## src/rtl/watch_pkg.sv

```systemverilog
// watch_pkg: shared field geometry, limits, offsets and FSM encoding for the watch timer
package watch_pkg;
  localparam int FIELD_WIDTH = 6;
  localparam int DATA_WIDTH = 18;
  localparam int MAX_SEC = 59;
  localparam int MAX_MIN = 59;
  localparam int MAX_HOUR = 23;
  localparam int SEC_LSB = 0;
  localparam int MIN_LSB = 6;
  localparam int HOUR_LSB = 12;
  typedef enum logic {RUN = 1'b0, SET = 1'b1} state_t;
endpackage

```

## src/rtl/watch_timer_mod_counter.sv

```systemverilog
// mod_counter: one modulo time field with load > clear > inc priority and wrap carry
module mod_counter
  import watch_pkg::*;
#(
  parameter int modulus = 60,
  parameter int width = FIELD_WIDTH
) (
  input  logic             clock,
  input  logic             reset,
  input  logic             inc,
  input  logic             clear,
  input  logic             load,
  input  logic [width-1:0] load_val,
  output logic [width-1:0] value,
  output logic             carry_out
);
  logic at_max;
  assign at_max = value == width'(modulus - 1);
  assign carry_out = inc && at_max;
  // field register: load wins over clear, clear over increment
  always_ff @(posedge clock or negedge reset)
    if (!reset) value <= '0;
    else if (load) value <= load_val;
    else if (clear) value <= '0;
    else if (inc) value <= at_max ? '0 : value + 1'b1;
endmodule

```

## src/rtl/watch_timer.sv

```systemverilog
// watch_timer: 1 Hz hh:mm:ss keeper with set mode and checked load; chime built only with HOUR_CHIME_EN
module watch_timer
  import watch_pkg::*;
#(
  parameter int data_width = DATA_WIDTH,
  parameter int field_width = FIELD_WIDTH,
  parameter int second_cnt = 52428800,
  parameter int counter_width = 26
) (
  input  logic                  reset,
  input  logic                  clock,
  input  logic                  set_mode,
  input  logic                  inc_hour,
  input  logic                  inc_min,
  input  logic                  clear_sec,
  input  logic                  load,
  input  logic [data_width-1:0] load_data,
  output logic [data_width-1:0] timer_data,
  output logic                  second_tick,
  output logic                  load_err,
  output logic                  chime
);
  state_t state, state_next;
  logic [counter_width-1:0] prescaler;
  logic [field_width-1:0] sec, min, hour, ld_sec, ld_min, ld_hour;
  logic run, edit, terminal, load_ok, tick;
  logic sec_carry, min_carry, day_carry_unused;
  assign ld_sec = load_data[SEC_LSB +: field_width];
  assign ld_min = load_data[MIN_LSB +: field_width];
  assign ld_hour = load_data[HOUR_LSB +: field_width];
  assign timer_data = {hour, min, sec};
  // mode register
  always_ff @(posedge clock or negedge reset)
    if (!reset) state <= RUN;
    else state <= state_next;
  // mode follows the set_mode level
  always_comb state_next = set_mode ? SET : RUN;
  // mode-dependent enables; an accepted load swallows a coincident tick
  always_comb begin
    run = state == RUN;
    edit = state == SET;
    terminal = run && prescaler == counter_width'(second_cnt - 1);
    load_ok = load && ld_sec <= field_width'(MAX_SEC) && ld_min <= field_width'(MAX_MIN)
              && ld_hour <= field_width'(MAX_HOUR);
    tick = terminal && !load_ok;
  end
  // prescaler runs only in RUN and parks at zero while setting
  always_ff @(posedge clock or negedge reset)
    if (!reset) prescaler <= '0;
    else if (!run) prescaler <= '0;
    else prescaler <= terminal ? '0 : prescaler + 1'b1;
  // status pulses registered alongside the field update
  always_ff @(posedge clock or negedge reset)
    if (!reset) begin
      second_tick <= 1'b0;
      load_err <= 1'b0;
    end else begin
      second_tick <= tick;
      load_err <= load && !load_ok;
    end
  mod_counter #(.modulus(MAX_SEC + 1), .width(field_width)) u_sec (
    .clock(clock), .reset(reset), .inc(tick), .clear(edit && clear_sec), .load(load_ok),
    .load_val(ld_sec), .value(sec), .carry_out(sec_carry)
  );
  mod_counter #(.modulus(MAX_MIN + 1), .width(field_width)) u_min (
    .clock(clock), .reset(reset), .inc(run ? sec_carry : edit && inc_min), .clear(1'b0),
    .load(load_ok), .load_val(ld_min), .value(min), .carry_out(min_carry)
  );
  mod_counter #(.modulus(MAX_HOUR + 1), .width(field_width)) u_hour (
    .clock(clock), .reset(reset), .inc(run ? min_carry : edit && inc_hour), .clear(1'b0),
    .load(load_ok), .load_val(ld_hour), .value(hour), .carry_out(day_carry_unused)
  );
`ifdef HOUR_CHIME_EN
  // chime only when a running tick rolls mm:ss over the hour
  always_ff @(posedge clock or negedge reset)
    if (!reset) chime <= 1'b0;
    else chime <= min_carry && run;
`else
  assign chime = 1'b0;
`endif
endmodule
```

## config.mk

```make
export PLATFORM = sky130hd
export DESIGN_NAME = watch_timer
export DESIGN_NICKNAME = d
export VERILOG_FILES = /design/src/rtl/watch_pkg.sv /design/src/rtl/watch_timer_mod_counter.sv /design/src/rtl/watch_timer.sv
export SDC_FILE = /design/constraint.sdc
export NUM_CORES = 1
export LEC_CHECK = 0
export CAP_MARGIN = 20
export CORE_MARGIN = 3
export CORE_UTILIZATION = 55
export CTS_CLUSTER_DIAMETER = 60
export DETAILED_ROUTE_END_ITERATION = 7
export GPL_ROUTABILITY_DRIVEN = 1
export GPL_TIMING_DRIVEN = 0
export HOLD_SLACK_MARGIN = 0.1
export PLACE_DENSITY = 0.83
export SYNTH_ARGS = -nofsm -noshare
export SYNTH_HDL_FRONTEND = slang
export SYNTH_SLANG_ARGS = --single-unit
```

## constraint.sdc

```tcl
create_clock -name clock -period 4.2 [get_ports clock]
set_clock_uncertainty 0.2 [all_clocks]
set_input_delay 0.63 -clock clock [delete_from_list [all_inputs] [get_ports clock]]
set_output_delay 0.63 -clock clock [all_outputs]
set_load 0.02 [all_outputs]
```

==> metrics.md, run 1 <==
| Metric | Value |
|---|---|
| Avg Vias per Cell | `5.75` |
| GRT Total Usage | `0.223` |
| Cell Area, Synth | `0.00267 mm^2` |
| Slew HR | `0.617` |
| Wire per inst | `14.9 um` |
| Critical Path AT | `2510 ps` |
| CP Class | `flop to flop` |
| Post-route insts no fill | `403` |
| Mapped Cells | `284` |
| Clock Latency Late Sink | `300 ps` |
| Synth Area per Inst | `9.41 um^2` |
| Top cell type's share of synthesized area | `0.440` |
| RSZ-0062 raised after global routing | `false` |
| Worst EP required | `4190 ps` |
| DIE AREA | `0.00573 mm^2` |
| CTS Hold Bufs | `1` |
| Post-synth EDFFs | `0` |
| Largest cells by area after synthesis | `dfrtp_1 44%, xor2_1 5.9%, nand3_1 5.2%, nand2_1 4.9%, nor2_1 4.8%` |
| P_leak | `0.00143 uW` |
| Initial antenna violation count | `0` |
| Startpoint types | `flop` |
| I/O Buffers | `44` |
| Total chip power | `1350 uW` |
| Status | `finished, final reports clean` |
| Seq/Total Area, Yosys | `0.440` |
| CTS tree | `yes` |
| Slowest-stage cell, CP | `nor2_1` |
| H-tree level count | `2` |
| DR vias | `2317` |
| Yosys reg bits | `47` |
| Worst slew pin tran | `570 ps` |
| Setup Fix Bufs, Post-CTS | `0` |
| Area grow syn2layout | `23.7%` |
| GP Congestion | `0.911` |
| Crit path time final | `2530 ps` |
| Detail Route Antenna Nets | `0` |
| Crit-path max FO | `7` |
| # IOs | `46` |
| Post-synth ARST share | `1.00` |
| Max Cap Violations | `0` |
| Prevailing post-synth register cell | `dfrtp_1` |
| Initial Util | `0.589` |
| CTS Buf Count | `5` |
| Total wire length | `6020 um` |
| Clock Pin Slew Worst Setup and Hold Paths | `90 ps` |
| Syn. warnings | `0` |
| Worst hold path class | `flop to flop` |
| Diode count | `0` |
| Pwr dens | `408 mW/mm^2` |
| DRC viols | `0` |
| Crit path buf inv count | `0` |
| Final setup vio count | `0` |
| Vias in the first global route | `2133` |
| Max-slew violations | `0` |
| Final worst path period share | `0.602` |
| First-pass GRT wire length | `9850 um` |
| Worst-path cell chain | `ha_1 > nand4_1 > nor2_1 > nand3b_1 > o211ai_2 > mux2_2` |
| Largest net degree at the start of global routing | `36` |
| Placement row count | `24` |
| Syn Nets | `313` |
| Crit path max-delay family | `simple AND/OR/NAND/NOR gates` |
| Die Y | `75.7 um` |
| CTS sink cnt | `47` |
| Count leader, synth | `dfrtp_1` |
| Max clock buf depth | `2` |
| Setup TNS | `0 ps` |
| Max VDD drop | `349 uV` |
| Final nets | `366` |
| Number of library cell types mapped by synthesis | `50` |
| 1st-pass router iterations | `4` |
| Cell total after placement | `394` |
| Final Hold Vio Count | `0` |
| CP endpoint kind | `flop` |
| CORE AREA | `0.00453 mm^2` |
| Slowest stage delay, CP | `470 ps` |
| Layout cells sized above 1 | `0.101` |
| Initial DRC count | `200` |
| Area leader, netlist | `dfrtp_1` |
| Post-CTS sizing | `0` |
| GRT Residual Overflow | `0` |
| CTS root buf | `clkbuf_8` |
| Die width | `75.7 um` |
| Fmax | `395 MHz` |
| Synth cell count leaders | `47 x dfrtp_1, 35 x nand2_1, 34 x nor2_1` |
| DP HPWL | `4450 um` |
[per-stage QoR]
step / instance area, um^2 / utilization / hold slack (ps) / setup slack, ps
2_1_floorplan: 2670 / - / 134 / 1900
3_3_place_gp: 3190 / 0.704 / 271 / 1010
3_5_place_dp: 3210 / 0.708 / 277 / 1410
4_1_cts: 3310 / 0.729 / 290 / 1710
5_1_grt: 3310 / 0.729 / 303 / 1480
6_report: 3310 / 0.729 / 293 / 1670
[final timing paths]
path	cells past startpoint	slack, ps	from	endpoint
worst max-delay path	6	1670	u_sec.value[0]	u_hour.value[4]
worst min-delay path	1	290	prescaler[0]	prescaler[0]
worst max register to register	6	1670	u_sec.value[0]	u_hour.value[4]
worst min register to register	1	290	prescaler[0]	prescaler[0]
max in group asynchronous	3	2780	reset	u_min.value[0]
min in group asynchronous	2	540	reset	prescaler[10]
[kinds of logic after synthesis]
group / count (synthesis) / share of synthesized area
xor gates and xnor gates: 23 / 0.0754
muxes: 8 / 0.0323
other: 1 / 0.00140
adders and majority gates: 4 / 0.0187
and+or+nand+nor: 146 / 0.300
DFF: 47 / 0.440
AOI/OAI and AO/OA: 38 / 0.102
buffers and inverters: 17 / 0.0300
[layer usage]
layer  up-vias  routed length, um  global-route usage
met5         -                  0                   0
met4         0                 51              0.0524
met3         5                332              0.0396
met2        75               2830               0.359
met1      1107               2800               0.316
li1       1130                  -                   -
[power by group]
group	leakage [uW]	switching [uW]	internal (uW)
Sequential	0.000610	92.3	515
Combinational	0.000769	230	238
Clock	0.0000483	155	117
Total	0.00143	477	871
[cell type report]
type / instances / area [um^2]
tap: 65 / 81.3
fill: 336 / 1230
clock buffer: 5 / 68.8
inverter: 4 / 15.0
timing repair buffer: 46 / 465
sequential: 47 / 1180
clock inverter: 3 / 18.8
multi-input combinational: 220 / 1420
buffer: 13 / 65.1
[cells in the final DEF, fill, tap and decap left out, types with 6 or more instances in the layout]
| cell | count |
|---|---|
| nand2_1 | 35 |
| xor2_1 | 18 |
| nand4_1 | 9 |
| nor2_1 | 34 |
| clkbuf_1 | 7 |
| o21ai_0 | 12 |
| nand3_1 | 28 |
| dfrtp_1 | 47 |
| clkdlybuf4s50_1 | 43 |
| and4_1 | 6 |
[state kept, by name, indices dropped and copies added, names as in the netlist]
| register | count |
|---|---|
| u_hour.value | 6 |
| u_sec.value | 6 |
| second_tick | 1 |
| edit | 1 |
| load_err | 1 |
| prescaler | 26 |
| u_min.value | 6 |
Note: power is estimated with default switching activity, not from simulation.
==> run 2: changes to the inputs <==
Settings changed: CORE_UTILIZATION 55 to 48, PLACE_DENSITY 0.83 to 0.76.
Clock period 4.2 ns to 2.25 ns, I/O delays scaled along.
==> run 2 against run 1 <==
Clock power up 100%. Sequential share of layout area down 1.3 points. Count of clock-buffer cells in the layout up 3. Core utilization down 7.5 points. Critical endpoint is now u_hour.value[0].
==> metrics.md, run 2 (synthesized netlist as in run 1, its figures left out) <==
| Metric | Value |
|---|---|
| GRT Total Usage | `0.212 (was 0.223)` |
| Initial antenna violation count | `0 (unchanged)` |
| CTS sink cnt | `47 (unchanged)` |
| Fmax | `464 MHz (was 395 MHz)` |
| H-tree level count | `2 (unchanged)` |
| P_leak | `0.00148 uW (was 0.00143 uW)` |
| GRT Residual Overflow | `0 (unchanged)` |
| Slowest stage delay, CP | `420 ps (was 470 ps)` |
| Final setup vio count | `0 (unchanged)` |
| Post-DP Area | `0.00322 mm^2 (was 0.00321 mm^2)` |
| Area grow syn2layout | `28.3% (was 23.7%)` |
| Placement row count | `26 (was 24)` |
| Vias in the first global route | `2186 (was 2133)` |
| Largest net degree at the start of global routing | `28 (was 36)` |
| Die width | `80.6 um (was 75.7 um)` |
| DP HPWL | `4540 um (was 4450 um)` |
| Reg-to-reg endpoint | `u_hour.value[0] (was u_hour.value[4])` |
| Die Y | `80.6 um (was 75.7 um)` |
| Crit path time final | `2150 ps (was 2530 ps)` |
| Worst EP required | `2240 ps (was 4190 ps)` |
| Slowest-stage cell, CP | `dfrtp_1 (was nor2_1)` |
| Reg-to-reg startpoint | `u_sec.value[0] (unchanged)` |
| I/O Buffers | `44 (unchanged)` |
| Worst-path cell chain | `ha_2 > nand4_1 > nor2_4 > nand3b_1 > o211ai_2 > mux2_2 (was ha_1 > nand4_1 > nor2_1 > nand3b_1 > o211ai_2 > mux2_2)` |
| Pre-CTS setup slack | `-314 ps (was 1410 ps)` |
| Detail Route Antenna Nets | `0 (unchanged)` |
| Worst reg2reg path depth | `6 (unchanged)` |
| Wire per inst | `15.1 um (was 14.9 um)` |
| First-pass GRT wire length | `10700 um (was 9850 um)` |
| Clock Pin Slew Worst Setup and Hold Paths | `80 ps (was 90 ps)` |
| Startpoint types | `flop (unchanged)` |
| Diode count | `0 (unchanged)` |
| Sink of the worst hold path | `edit (was prescaler[0])` |
| DRC viols | `0 (unchanged)` |
| Largest register FFs | `26 (unchanged)` |
| Final nets | `375 (was 366)` |
| Avg Vias per Cell | `5.58 (was 5.75)` |
| Most frequent cells in the layout | `47 x dfrtp_1, 43 x clkdlybuf4s50_1, 35 x nand2_1 (unchanged)` |
| Pwr dens | `757 mW/mm^2 (was 408 mW/mm^2)` |
| Slew HR | `0.590 (was 0.617)` |
| DR top layer | `met4 (unchanged)` |
| Min-delay src | `set_mode (was prescaler[0])` |
| Setup ws final | `96.6 ps (was 1670 ps)` |
| Initial Util | `0.510 (was 0.589)` |
| Fillers | `424 (was 336)` |
| Status | `finished, final reports clean (unchanged)` |
| Final worst path period share | `0.957 (was 0.602)` |
| Final Hold Vio Count | `0 (unchanged)` |
| 1st-pass router iterations | `4 (unchanged)` |
| Commonest non-fill, non-tap cell in the layout | `dfrtp_1 (unchanged)` |
| Critical Path AT | `2140 ps (was 2510 ps)` |
| WL met2 | `2960 um (was 2830 um)` |
| CORE AREA | `0.00524 mm^2 (was 0.00453 mm^2)` |
| Clock Latency Late Sink | `300 ps (about the same)` |
| Layout cells sized above 1 | `0.144 (was 0.101)` |
| DIE AREA | `0.00650 mm^2 (was 0.00573 mm^2)` |
| WL met1 | `2950 um (was 2800 um)` |
| CTS root buf | `clkbuf_8 (unchanged)` |
| Total wire length | `6280 um (was 6020 um)` |
| Met3 WL | `313 um (was 332 um)` |
| Max clock buf depth | `2 (unchanged)` |
| Worst hold path class | `input port to flop (was flop to flop)` |
| # IOs | `46 (unchanged)` |
| R2r setup slk | `100 ps (was 1670 ps)` |
| Reg with most FFs | `prescaler (unchanged)` |
| Max-slew violations | `0 (unchanged)` |
| Crit-path max FO | `4 (was 7)` |
| CTS tree | `yes (unchanged)` |
| Post-route cell area | `0.00343 mm^2 (was 0.00331 mm^2)` |
| CP Class | `flop to flop (unchanged)` |
| CP endpoint kind | `flop (unchanged)` |
| Initial DRC count | `187 (was 200)` |
| Max Cap Violations | `0 (unchanged)` |
| Worst Hold Depth | `1 (unchanged)` |
| Worst slew pin tran | `609 ps (was 570 ps)` |
| GP Congestion | `0.955 (was 0.911)` |
| DR vias | `2327 (was 2317)` |
| RSZ-0062 raised after global routing | `false (unchanged)` |
| Max VDD drop | `551 uV (was 349 uV)` |
| CTS Buf Count | `5 (unchanged)` |
## run 2: cell types whose count changed in the layout (fill, tap and decap cells not counted), sizes merged
cell / delta
inv: -1
clkinv: -2
clkbuf: +2
buf: +10
## run 2: cell type report
| type | count | area (um^2) | share of cell area |
|---|---|---|---|
| multi-input combinational | 220 | 1450 | 0.422 |
| sequential | 47 | 1180 | 0.343 |
| timing repair buffer | 55 | 533 | 0.156 |
| clock buffer | 8 | 100 | 0.0292 |
| tap | 70 | 87.6 | 0.0256 |
| buffer | 13 | 67.6 | 0.0197 |
| inverter | 4 | 15.0 | 0.00438 |
## run 2: worst max path at each step
stage	from	to	slack, ps	cells past startpoint
2_1_floorplan	u_sec.value[0]	u_hour.value[0]	70	6
3_3_place_gp	reset	prescaler[0]	-680	1
3_5_place_dp	load	u_hour.value[4]	-310	7
4_1_cts	load	u_hour.value[3]	20	8
5_1_grt	u_min.value[0]	u_hour.value[1]	0.5	6
6_report	u_sec.value[0]	u_hour.value[0]	100	6
## run 2: stage by stage
step / hold slack (ps) / instances / total power, uW / TNS, ps / utilization
2_1_floorplan: -158 / 284 / 1620 / 0 / -
3_3_place_gp: 272 / 398 / 2000 / -35860 / 0.611
3_5_place_dp: 137 / 399 / 2030 / -3510 / 0.614
4_1_cts: 270 / 409 / 2590 / 0 / 0.639
5_1_grt: 292 / 417 / 2780 / 0 / 0.654
6_report: 276 / 417 / 2600 / 0 / 0.654
## run 2: worst max-delay path: cells and delay by family (launching register included)
kind,cells,cell delay (ps)
adders and majority gates,1,230
muxes,1,360
and+or+nand+nor,3,540
DFF,1,420
AOI/OAI and AO/OA,1,280
## run 2: what timing repair did
item	CTS	global route
hold buffers	1	0
setup buffers	1	8
gates resized for setup	3	9
setup endpoints to repair	7	34
pin swaps	1	4
hold endpoints to repair	20	0
## run 2: routing by layer
metal	vias up	track usage
met3	4	0.0415
met1	1128	0.303
met5	-	0
met2	54	0.329
met4	0	0.0524
li1	1141	-
## run 2: power by group
group	total, uW	internal [uW]	leakage, uW	switching (uW)
clock	555	281	0.0000515	274
sequential	1140	962	0.000610	178
combinational	901	460	0.000816	440
==> run 3: changes to the inputs <==
Settings changed: CORE_UTILIZATION 48 to 35, PLACE_DENSITY 0.76 to default.
==> run 3 against run 2 <==
Die area up 34%. Power shrank 1.3%. Global-route usage shrank 6.0 points. Hold slack lost 19 ps. Core utilization is 18 points lower. Register-to-register slack about the same. Critical path depth unchanged. Highest routed layer unchanged. Sequential share of layout area decreased by 0.58 points.
==> metrics.md, run 3 (synthesized netlist as in run 1, its figures left out) <==
| Metric | Value |
|---|---|
| Status | `finished, final reports clean (unchanged)` |
| Wire per inst | `14.2 um (was 15.1 um)` |
| Reg-to-reg endpoint | `u_hour.value[4] (was u_hour.value[0])` |
| Layout cells sized above 1 | `0.152 (was 0.144)` |
| GP Congestion | `0.885 (was 0.955)` |
| GRT Total Usage | `0.151 (was 0.212)` |
| Min-delay src | `set_mode (unchanged)` |
| Die width | `93.4 um (was 80.6 um)` |
| Avg Vias per Cell | `5.25 (was 5.58)` |
| Final Hold Vio Count | `0 (unchanged)` |
| P_leak | `0.00148 uW (about the same)` |
| Max Cap Violations | `0 (unchanged)` |
| GRT Residual Overflow | `0 (unchanged)` |
| Total chip power | `2560 uW (was 2600 uW)` |
| Die Y | `93.4 um (was 80.6 um)` |
| Crit-path max FO | `5 (was 4)` |
| Placement row count | `31 (was 26)` |
| Pwr dens | `735 mW/mm^2 (was 757 mW/mm^2)` |
| CTS tree | `yes (unchanged)` |
| Worst hold path class | `input port to flop (unchanged)` |
| Sink of the worst hold path | `edit (unchanged)` |
| Initial Util | `0.364 (was 0.510)` |
| I/O Buffers | `44 (unchanged)` |
| DRC viols | `0 (unchanged)` |
| Detail Route Antenna Nets | `0 (unchanged)` |
| Final setup vio count | `0 (unchanged)` |
| CP endpoint kind | `flop (unchanged)` |
| DR vias | `2346 (was 2327)` |
| Total wire length | `6330 um (was 6280 um)` |
| CTS root buf | `clkbuf_8 (unchanged)` |
| Worst EP required | `2250 ps (was 2240 ps)` |
| Diode count | `0 (unchanged)` |
| First-pass GRT wire length | `10600 um (was 10700 um)` |
| Switching Power | `918 uW (was 893 uW)` |
| Most frequent cells in the layout | `47 x dfrtp_1, 43 x clkdlybuf4s50_1, 35 x nand2_1 (unchanged)` |
| Worst Hold Depth | `1 (unchanged)` |
| R2r setup slk | `100 ps (about the same)` |
| Initial antenna violation count | `0 (unchanged)` |
| Switching share of power | `0.359 (was 0.344)` |
| Final nets | `376 (was 375)` |
| Crit path time final | `2150 ps (about the same)` |
| Slowest stage delay, CP | `430 ps (was 420 ps)` |
| Core Util, Final | `0.476 (was 0.654)` |
| 1st-pass router iterations | `4 (unchanged)` |
| Critical Path AT | `2150 ps (was 2140 ps)` |
| H-tree level count | `2 (unchanged)` |
| Commonest non-fill, non-tap cell in the layout | `dfrtp_1 (unchanged)` |
| Clock Latency Late Sink | `310 ps (was 300 ps)` |
| Max clock buf depth | `2 (unchanged)` |
| Seq pwr share | `0.444 (was 0.439)` |
| Clock power share | `0.209 (was 0.214)` |
| Int Power | `1640 uW (was 1700 uW)` |
| # IOs | `46 (unchanged)` |
| Reg-to-reg startpoint | `u_min.value[0] (was u_sec.value[0])` |
| Fillers | `699 (was 424)` |
| Startpoint types | `flop (unchanged)` |
| Reg with most FFs | `prescaler (unchanged)` |
| CTS sink cnt | `47 (unchanged)` |
| Final worst path period share | `0.957 (about the same)` |
| Max VDD drop | `456 uV (was 551 uV)` |
| Vias in the first global route | `2210 (was 2186)` |
| Initial DRC count | `89 (was 187)` |
| Fmax | `464 MHz (about the same)` |
| Slew HR | `0.563 (was 0.590)` |
| CORE AREA | `0.00733 mm^2 (was 0.00524 mm^2)` |
| DIE AREA | `0.00872 mm^2 (was 0.00650 mm^2)` |
| Largest net degree at the start of global routing | `26 (was 28)` |
| Combinational power share | `0.347 (about the same)` |
| Area grow syn2layout | `30.5% (was 28.3%)` |
| Clock Pin Slew Worst Setup and Hold Paths | `100 ps (was 80 ps)` |
| CTS Buf Count | `5 (unchanged)` |
| Worst reg2reg path depth | `6 (unchanged)` |
| CP Class | `flop to flop (unchanged)` |
| Worst-path cell chain | `ha_1 > nand4_1 > nor2_1 > nand3b_1 > o211ai_2 > mux2_2 (was ha_2 > nand4_1 > nor2_4 > nand3b_1 > o211ai_2 > mux2_2)` |
| Slowest-stage cell, CP | `dfrtp_1 (unchanged)` |
| Largest register FFs | `26 (unchanged)` |
| Max-slew violations | `0 (unchanged)` |
| Worst slew pin tran | `655 ps (was 609 ps)` |
| DP HPWL | `4670 um (was 4540 um)` |
==> run 3: cell types whose count changed in the layout (fill, tap and decap cells not counted), sizes merged <==
cell,before,now
buf,18,17
clkbuf,14,13
clkinvlp,0,2
inv,4,5
==> run 3: final cells by class <==
cell class              instances  area [um^2]  area share
plain buffers                  12         68.8      0.0197
flip-flops and latches         47         1180       0.337
well taps                      99          124      0.0355
clock buffers                   5         68.8      0.0197
inverters                       4         15.0     0.00431
repair buffers                 57          556       0.159
clock inverters                 3         23.8     0.00682
multi-input cells             220         1450       0.417
==> run 3: routing by layer <==
layer | GRT usage | vias up | share of wire
met5 | 0 | - | 0
met4 | 0.0549 | 0 | 0.015
met3 | 0.0298 | 9 | 0.048
met2 | 0.239 | 51 | 0.48
met1 | 0.206 | 1148 | 0.46
li1 | - | 1138 | -
==> run 3: through the flow <==
stage          area (um^2)  std cells  setup TNS [ps]  hold slack (ps)  worst slack (ps)
2_1_floorplan         2670        284               0             -158              72.3
3_3_place_gp          3240        427          -42600              271              -822
3_5_place_dp          3260        428           -3760              206              -324
4_1_cts               3370        437           -1.99              249             -1.99
5_1_grt               3490        447           -8.09              247             -5.38
6_report              3490        447               0              258              97.1
==> run 3: power by group through the flow <==
stage               logic [uW]  registers, uW  clock network, uW
floorplan                  371           1250                  0
global route               975           1170                587
finish                     889           1140                535
detailed placement         877           1150                  0
global placement           864           1150                  0
CTS                        882           1140                559
==> run 3: how the worst max path moves through the flow <==
stage / to / cells past startpoint / startpoint / slack, ps
2_1_floorplan: u_hour.value[0] / 6 / u_sec.value[0] / 70
3_3_place_gp: prescaler[1] / 1 / reset / -820
3_5_place_dp: u_hour.value[4] / 7 / load / -320
4_1_cts: u_min.value[5] / 7 / prescaler[0] / -2
5_1_grt: u_hour.value[4] / 6 / u_sec.value[1] / -5
6_report: u_hour.value[4] / 6 / u_min.value[0] / 100
==> run 3: repair_timing <==
action	in CTS	in global routing
gates resized for setup	2	12
endpoints found under the hold margin	24	0
endpoints found under the setup margin	7	36
pin swaps	0	6
hold buffers	1	0
setup buffers	0	11
==> run 3: critical path, delay by kind of cell (launching register included) <==
family          cells  cell delay (ps)
compound gates      1              280
fa+ha+maj           1              230
flops               1              430
mux                 1              360
simple gates        3              540
